`src/rtl/conv_pkg.sv`:
```
// conv_pkg: shared FSM encoding, parameter-word tags and default sizes for conv_sched.
package conv_pkg;
    typedef enum logic [1:0] {
        ST_IDLE  = 2'd0,
        ST_PARAM = 2'd1,
        ST_FEED  = 2'd2,
        ST_FLUSH = 2'd3
    } state_t;

    localparam logic [1:0] TAG_WEIGHT   = 2'd0;
    localparam logic [1:0] TAG_BIAS     = 2'd1;
    localparam int         PIX_W_DEF    = 24;
    localparam int         LANES_DEF    = 7;
    // nine 8-bit weights per frame, packed three to a word
    localparam logic [3:0] WEIGHT_BYTES = 4'd9;

    function automatic logic [25:0] mk_param(input logic [1:0] tag, input logic [23:0] data);
        return {tag, data};
    endfunction
endpackage

```
`src/rtl/param_packer.sv`:
```
// param_packer: gathers three bytes into one 24-bit word, first byte in the msbs.
// The word and its strobe are combinational on the third byte so the caller
// can register them together with its own tag.
module param_packer (
    input  logic        clk,
    input  logic        rst,
    input  logic        clr,
    input  logic [7:0]  byte_data,
    input  logic        byte_valid,
    output logic [23:0] word,
    output logic        word_valid
);
    logic [1:0]  pos;
    logic [15:0] acc;

    assign word       = {acc, byte_data};
    assign word_valid = byte_valid && (pos == 2'd2);

    // shift in accepted bytes and track position within the current word
    always_ff @(posedge clk) begin
        if (rst || clr) begin
            pos <= 2'd0;
            acc <= 16'd0;
        end else if (byte_valid) begin
            pos <= (pos == 2'd2) ? 2'd0 : pos + 2'd1;
            acc <= {acc[7:0], byte_data};
        end
    end
endmodule

```
`src/rtl/conv_sched.sv`:
```
// conv_sched: per-frame scheduler -- streams 9 weights + bias to the conv
// parameter port, then feeds cfg_beats pixel beats, waits PIPE_LAT cycles, pulses done.
// Optional feature macro: CONV_SCHED_BIAS_EN (bias taken from a 10th param byte;
// otherwise a zero bias word is generated after the third weight word).
module conv_sched
    import conv_pkg::*;
#(
    parameter int PIX_W    = PIX_W_DEF,
    parameter int LANES    = LANES_DEF,
    parameter int PIPE_LAT = 4
) (
    input  logic                   clk,
    input  logic                   rst,
    input  logic                   start,
    input  logic                   abort,
    input  logic [11:0]            cfg_beats,
    input  logic [7:0]             s_param_data,
    input  logic                   s_param_valid,
    output logic                   s_param_ready,
    input  logic [LANES*PIX_W-1:0] s_pix_data,
    input  logic                   s_pix_valid,
    output logic                   s_pix_ready,
    output logic [25:0]            o_param,
    output logic                   o_param_valid,
    output logic [LANES*PIX_W-1:0] o_pe_data,
    output logic                   o_pe_valid,
    output logic                   busy,
    output logic                   done
);
    localparam int FW = $clog2(PIPE_LAT + 1);
`ifdef CONV_SCHED_BIAS_EN
    localparam logic [3:0] PARAM_BYTES = WEIGHT_BYTES + 4'd1;
`else
    localparam logic [3:0] PARAM_BYTES = WEIGHT_BYTES;
`endif

    state_t        state, state_nx;
    logic [11:0]   beats_lat, beat_cnt;
    logic [3:0]    byte_cnt;
    logic [FW-1:0] flush_cnt;
    logic          param_fire, pix_fire, pk_in, pk_valid;
    logic          bias_emit, bias_seen, last_beat, flush_end;
    logic [23:0]   pk_word, bias_data;

    assign param_fire = s_param_valid && s_param_ready;
    assign pix_fire   = s_pix_valid && s_pix_ready;
    assign pk_in      = param_fire && (byte_cnt < WEIGHT_BYTES);
    assign last_beat  = ({1'b0, beat_cnt} + 13'd1) == {1'b0, beats_lat};
    assign flush_end  = flush_cnt == FW'(PIPE_LAT - 1);
    // bias word is on o_param this cycle; FEED starts next cycle
    assign bias_seen  = (state == ST_PARAM) && o_param_valid && (o_param[25:24] == TAG_BIAS);
`ifdef CONV_SCHED_BIAS_EN
    assign bias_emit  = param_fire && (byte_cnt == WEIGHT_BYTES);
    assign bias_data  = {16'd0, s_param_data};
`else
    // third weight word is on o_param: follow it with a zero bias
    assign bias_emit  = (state == ST_PARAM) && o_param_valid &&
                        (o_param[25:24] == TAG_WEIGHT) && (byte_cnt == WEIGHT_BYTES);
    assign bias_data  = 24'd0;
`endif

    param_packer u_packer (
        .clk        (clk),
        .rst        (rst),
        .clr        (abort),
        .byte_data  (s_param_data),
        .byte_valid (pk_in),
        .word       (pk_word),
        .word_valid (pk_valid)
    );

    // state register
    always_ff @(posedge clk) begin
        if (rst) state <= ST_IDLE;
        else     state <= state_nx;
    end

    // next-state: abort wins everywhere; empty frames skip FEED as the bias goes out
    always_comb begin
        state_nx = state;
        if (abort) begin
            state_nx = ST_IDLE;
        end else begin
            case (state)
                ST_IDLE:  if (start) state_nx = ST_PARAM;
                ST_PARAM: if (bias_emit && beats_lat == 12'd0) state_nx = ST_FLUSH;
                          else if (bias_seen) state_nx = ST_FEED;
                ST_FEED:  if (pix_fire && last_beat) state_nx = ST_FLUSH;
                ST_FLUSH: if (flush_end) state_nx = ST_IDLE;
                default:  state_nx = ST_IDLE;
            endcase
        end
    end

    // state-decoded handshake and status outputs
    always_comb begin
        s_param_ready = (state == ST_PARAM) && (byte_cnt < PARAM_BYTES);
        s_pix_ready   = (state == ST_FEED);
        busy          = (state != ST_IDLE);
    end

    // counters, parameter/pixel output registers and done pulse
    always_ff @(posedge clk) begin
        if (rst) begin
            beats_lat     <= 12'd0;
            beat_cnt      <= 12'd0;
            byte_cnt      <= 4'd0;
            flush_cnt     <= '0;
            o_param       <= 26'd0;
            o_param_valid <= 1'b0;
            o_pe_data     <= '0;
            o_pe_valid    <= 1'b0;
            done          <= 1'b0;
        end else begin
            o_param_valid <= 1'b0;
            o_pe_valid    <= 1'b0;
            done          <= 1'b0;
            if (abort) begin
                byte_cnt  <= 4'd0;
                beat_cnt  <= 12'd0;
                flush_cnt <= '0;
            end else begin
                if (state == ST_IDLE && start) begin
                    beats_lat <= cfg_beats;
                    byte_cnt  <= 4'd0;
                    beat_cnt  <= 12'd0;
                    flush_cnt <= '0;
                end
                if (param_fire) byte_cnt <= byte_cnt + 4'd1;
                if (pk_valid) begin
                    o_param       <= mk_param(TAG_WEIGHT, pk_word);
                    o_param_valid <= 1'b1;
                end
                if (bias_emit) begin
                    o_param       <= mk_param(TAG_BIAS, bias_data);
                    o_param_valid <= 1'b1;
                end
                if (pix_fire) begin
                    o_pe_data  <= s_pix_data;
                    o_pe_valid <= 1'b1;
                    beat_cnt   <= beat_cnt + 12'd1;
                end
                if (state == ST_FLUSH) begin
                    if (flush_end) begin
                        done      <= 1'b1;
                        flush_cnt <= '0;
                    end else begin
                        flush_cnt <= flush_cnt + FW'(1);
                    end
                end
            end
        end
    end
endmodule

```
`config.mk`:
```
export PLATFORM = sky130hd
export DESIGN_NAME = conv_sched
export DESIGN_NICKNAME = d
export VERILOG_FILES = /design/src/rtl/conv_pkg.sv /design/src/rtl/param_packer.sv /design/src/rtl/conv_sched.sv
export SDC_FILE = /design/constraint.sdc
export NUM_CORES = 1
export LEC_CHECK = 0
export ABC_AREA = 1
export BUFFER_PORTS_ARGS = -buffer_cell sky130_fd_sc_hd__buf_2
export CORE_AREA = 5 5 213 163
export CTS_CLUSTER_DIAMETER = 40
export DETAILED_ROUTE_END_ITERATION = 12
export DIE_AREA = 0 0 218 168
export MAX_ROUTING_LAYER = met4
export SYNTH_ARGS = -nofsm -noshare
export SYNTH_HDL_FRONTEND = slang
export SYNTH_SLANG_ARGS = --single-unit
```
`constraint.sdc`:
```
create_clock -name clk -period 2.55 [get_ports clk]
set_clock_uncertainty 0.15 [all_clocks]
set_input_delay 0.51 -clock clk [delete_from_list [all_inputs] [get_ports clk]]
set_output_delay 0.51 -clock clk [all_outputs]
set_load 0.01 [all_outputs]
```
==> reports/qor.csv, run 1 <==
metric,value,unit
fp.dieArea,0.0366,sq mm
ctsHoldBuffers,0,
io_pins,394,
grt_pass1_vias,9091,
syn_avg_cell_area,7.51,sq um
finalNetCount,1806,
crit_type,reg2reg,
powerDensity,721,mW/mm^2
grt_pass1_wl,48.3,mm
portBuffers,392,
num_vias,9325,
synth_top_area_frac,0.534,
fin_util,0.396,
post_cts_buffers,0,
cts_resized,0,
area_delta_synth_final,37.9,%
synth.distinct_cells,31,
crit_slowest_cell,dfxtp_1,
synthCells,1233,
critPathRequiredTime,2.83,ns
cp_max_fo,165,
cts_buffers,35,
peakVddDrop,0.432,mV
firstDrtPassIters,5,
fp.coreArea,0.0322,sq mm
status,"finished, final reports clean",
hold_viol,0,
worst-endpoint-arrival,2.64,ns
die_width,218,microns
synth_seq_cells,247,
p_leak,6.26,nW
ys.warnings.count,0,
cp_top_family,simple AND/OR/NAND/NOR gates,
synthTopCellsByArea,"dfxtp_1 53%, nor2_1 15%, o21ai_0 10%, nand2_1 5.7%, a21oi_1 3.5%",
grt_usage,0.163,
drt_iter0_drc,545,
yosys.area.top_type,dfxtp_1,
dpl_cell_area,0.0116,sq mm
layout_common_cells,"392 x buf_2, 368 x nor2_1, 247 x dfxtp_1",
hpwlAfterDp,21.6,mm
clkTransAtPathRegs,0.06,ns
cts_tree,done,
grt_max_degree,166,
h-tree-depth,2,
place_congestion,0.858,
slew_violations,0,
synth_area,0.00926,sq mm
cts.sinks,247,
synth.net_count,1437,
rsz0062_at_grt,no,
setup_viol,0,
layout-drive-gt1-share,0.294,
timing.slew.headroom,0.400,
detail-route-antenna-nets,0,
fin_area,0.0128,sq mm
fmax,424,MHz
overflow,0,
fin_crit_sh,0.925,
ys_seq_area_frac,0.534,
vias_per_cell,4.50,
fp-row-count,57,
max_stage_delay,0.34,ns
start_util,0.287,
tns,0,ns
finalCriticalPeriod,2.36,ns
critical_path_buf_inv_count,2,
hp-class,in2reg,
cap_violations,0,
grt_antenna_before_repair,3,
routedWlPerCell,14.8,microns
tightest_slew,0.900,ns
clock_latency,0.50,ns
worstSetupEndpointType,flip-flop,
cts-root-buf,clkbuf_16,
setup.worst_path.start_class,flip-flop,
die_y,168,microns
route.detailed.drc,0,
wirelength,30.7,mm
max-clock-path-buffers,3,
path_cells,"inv_1, ha_1, nand2_1, nor2_4, buf_12, o21ai_0, nor2_1",
mostFrequentLayoutCell,buf_2,
worst paths after layout:
kind	endpoint	startpoint	slack, ns	depth (start not counted)
setup reg to reg	o_pe_data[114]$_SDFFE_PP0P_	state[0]$_SDFFE_PP0P_	0.19	7
setup / recovery	o_pe_data[114]$_SDFFE_PP0P_	state[0]$_SDFFE_PP0P_	0.19	7
hold / removal	o_pe_data[94]$_SDFFE_PP0P_	s_pix_data[94]	0.07	3
hold reg to reg	flush_cnt[2]$_SDFFE_PP0P_	flush_cnt[2]$_SDFFE_PP0P_	0.31	2
cell families after synthesis:
group / share of synthesized area
AND/OR/NAND/NOR: 0.249
AO/OA/AOI/OAI: 0.146
flip-flops: 0.534
buffers and inverters: 0.0550
adder cells (fa/ha/maj): 0.0135
XOR/XNOR: 0.00189
other: 0.000405
registers in the layout (all words and copies together), names as in the netlist:
signal,cells
o_pe_data,168
o_param,25
u_packer.acc,16
beat_cnt,12
beats_lat,12
byte_cnt,4
flush_cnt,3
state,2
u_packer.pos,2
done,1
o_param_valid,1
o_pe_valid,1
synthesized netlist by cell type, drive strengths merged:
| library cell | instances |
|---|---|
| nor4 | 4 |
| a211oi | 3 |
| ha | 10 |
| clkbuf | 69 |
| a21oi | 65 |
| conb | 1 |
| xor2 | 1 |
| clkinv | 6 |
| buf | 5 |
| nand3 | 57 |
| nand2 | 142 |
| nand4 | 3 |
| o31ai | 1 |
| nor3 | 2 |
| nor2 | 370 |
| dfxtp | 247 |
| inv | 47 |
| nand3b | 2 |
| o21ai | 191 |
| o22ai | 3 |
| or2 | 1 |
| xnor2 | 1 |
| a31oi | 2 |
metrics by stage:
| stage | instances | hold slack, ns | total power (W) | worst slack (ns) |
|---|---|---|---|---|
| after detailed placement | 2007 | 0.295 | 0.00470 | 0.328 |
| after floorplan | 1233 | 0.278 | 0.00437 | 0.448 |
| after CTS | 2067 | 0.0438 | 0.00935 | 0.310 |
| final | 2070 | 0.0724 | 0.00920 | 0.190 |
| after global routing | 2070 | 0.0504 | 0.00961 | 0.0963 |
| after global placement | 2007 | 0.288 | 0.00469 | 0.410 |
final cells by class:
type                            instances  area, sq um
Fill cell                            3437        19500
Inverter                               53          209
Clock buffer                           39          921
Timing Repair Buffer                  406         2130
Clock inverter                         21          185
Multi-Input combinational cell        859         3810
Sequential cell                       247         4940
Antenna cell                            3         7.51
Tap cell                              442          553
where the power goes:
part           switching [W]  total [W]  leakage (nW)  internal, W
Clock                0.00183    0.00458         0.547      0.00275
Sequential         0.0000540    0.00401          2.00      0.00395
Combinational       0.000358   0.000608          3.72     0.000250
layer usage:
layer | GRT usage | part of all wire | up-vias
li1 | - | - | 4730
met1 | 0.205 | 0.44 | 4216
met2 | 0.255 | 0.45 | 315
met3 | 0.0521 | 0.083 | 64
met4 | 0.0456 | 0.025 | 0
met5 | - | 0 | -
worst register-to-register path: cells and delay by family (launching register included):
kind	cells	cell delay, ns
and+or+nand+nor	3	0.54
adders and majority gates	1	0.23
DFF	1	0.34
buffers and inverters	2	0.49
AOI/OAI and AO/OA	1	0.54
(Power assumes the default switching activity.)
==> run 2: changes to the inputs <==
- PLACE_DENSITY: unset -> 0.63
==> run 2 against run 1 <==
  * Flip-flop and latch count unchanged
  * Clock-buffer cell count decreased by 1
  * Critical path depth increased by 4
  * Global-route usage increased by 0.30 points
  * Core utilization increased by 0.46 points
  * First-iteration DRC count increased by 6.2%
  * Non-clock buffer count increased by 5
  * Sequential share of layout area decreased by 0.45 points
==> reports/qor.csv, run 2 (synthesized netlist as in run 1, its figures left out) <==
metric,value,unit
fp.dieArea,0.0366,sq mm
detail-route-antenna-nets,0,
hp-class,in2reg,
wirelength,31.2,mm
cts_tree,done,
hold_viol,0,
reg_top3,"o_pe_data: 168 flops, o_param: 25 flops, u_packer.acc: 16 flops",
portBuffers,392,
ctsHoldBuffers,0,
cts_buffers,35,
fin_area,0.0129,sq mm
hpwlAfterDp,22.4,mm
setup.worst_path.start_class,flip-flop,
met2_usage,0.258,
overflow,0,
dp_cells,2012,
worst-endpoint-arrival,2.52,ns
place_congestion,0.864,
p_total,0.00971,W
cts.sinks,247,
fin_util,0.400,
fin_crit_sh,0.892,
finalNetCount,1811,
fmax,440,MHz
dpl_cell_area,0.0117,sq mm
critPathLaunch,state[1]$_SDFFE_PP0P_,
critPathRequiredTime,2.80,ns
layout_common_cells,"392 x buf_2, 368 x nor2_1, 247 x dfxtp_1",
top_register,o_pe_data,
peakVddDrop,0.488,mV
die_width,218,microns
cts_resized,0,
die_y,168,microns
cts-root-buf,clkbuf_16,
met3_usage,0.0465,
cp_max_fo,19,
final-instance-count-excl-fill,2077,
grt_pass1_vias,9214,
busiest_layer,met2,
crit_end,o_param[12]$_SDFFE_PP0P_,
status,"finished, final reports clean",
fp-row-count,57,
vias_per_cell,4.54,
setup_viol,0,
finalCriticalPeriod,2.27,ns
slew_violations,0,
grt_pass1_wl,49.0,mm
max-clock-path-buffers,3,
rr_worst_depth,11,
area_delta_synth_final,39.5,%
p_leak,6.33,nW
io_pins,394,
met1_usage,0.213,
tns,0,ns
regToRegEndpoint,o_param[12]$_SDFFE_PP0P_,
num_vias,9421,
cap_violations,0,
post_cts_buffers,0,
grt_antenna_before_repair,3,
fp.coreArea,0.0322,sq mm
routedWlPerCell,15.0,microns
multi_input_comb_area,0.00381,sq mm
rsz0062_at_grt,no,
start_util,0.287,
layout-drive-gt1-share,0.297,
powerDensity,752,mW/mm^2
reg2reg_slack,0.28,ns
grt_max_degree,80,
clock_latency,0.51,ns
crit_type,reg2reg,
clkTransAtPathRegs,0.06,ns
worstSetupEndpointType,flip-flop,
regToRegStartpoint,state[1]$_SDFFE_PP0P_,
regArea,0.00494,sq mm
h-tree-depth,2,
largest_reg_flops,168,
drt_iter0_drc,579,
firstDrtPassIters,5,
mostFrequentLayoutCell,buf_2,
grt_usage,0.167,
route.detailed.drc,0,
fill_cells,3382,
-- run 2: worst max-delay path: stages, from the launching register on --
cell     delay [ns]
dfxtp_1        0.35
inv_1          0.13
ha_1           0.23
nand2_1        0.11
nor4_4         0.26
inv_2          0.07
o31ai_2        0.07
inv_2          0.05
or2_1          0.33
buf_4          0.26
nand2_1        0.09
a21oi_1        0.06
-- run 2: cell type report --
| cell class | instances | area share |
|---|---|---|
| timing repair buffer | 411 | 0.167 |
| antenna | 2 | 0.000388 |
| sequential | 247 | 0.383 |
| inverter | 53 | 0.0162 |
| clock buffer | 38 | 0.0703 |
| multi-input combinational | 859 | 0.295 |
| clock inverter | 25 | 0.0252 |
| tap | 442 | 0.0428 |
-- run 2: per-stage QoR --
step	hold slack (ns)	setup WS, ns
after global routing	0.0432	0.0563
after floorplan	0.278	0.448
final	0.0675	0.275
after detailed placement	0.300	0.295
after CTS	0.0355	0.266
after global placement	0.286	0.415
-- run 2: worst min path at each step --
| stage | start | to | slack (ns) | cells after the start |
|---|---|---|---|---|
| 2_1_floorplan | flush_cnt[2]$_SDFFE_PP0P_ | flush_cnt[2]$_SDFFE_PP0P_ | 0.28 | 2 |
| 3_3_place_gp | flush_cnt[2]$_SDFFE_PP0P_ | flush_cnt[2]$_SDFFE_PP0P_ | 0.29 | 2 |
| 3_5_place_dp | flush_cnt[2]$_SDFFE_PP0P_ | flush_cnt[2]$_SDFFE_PP0P_ | 0.30 | 2 |
| 4_1_cts | s_pix_data[41] | o_pe_data[41]$_SDFFE_PP0P_ | 0.04 | 3 |
| 5_1_grt | s_pix_data[41] | o_pe_data[41]$_SDFFE_PP0P_ | 0.04 | 3 |
| 6_report | s_pix_data[41] | o_pe_data[41]$_SDFFE_PP0P_ | 0.07 | 3 |
-- run 2: per-layer routing --
metal,share of wire,up-vias
met5,0,-
met4,0.029,0
li1,-,4739
met1,0.44,4272
met3,0.073,75
met2,0.46,335
-- run 2: power by group --
part	total (W)	switching, W	internal (W)
clock	0.00509	0.00193	0.00316
combinational	0.000617	0.000364	0.000253
sequential	0.00401	0.0000533	0.00395
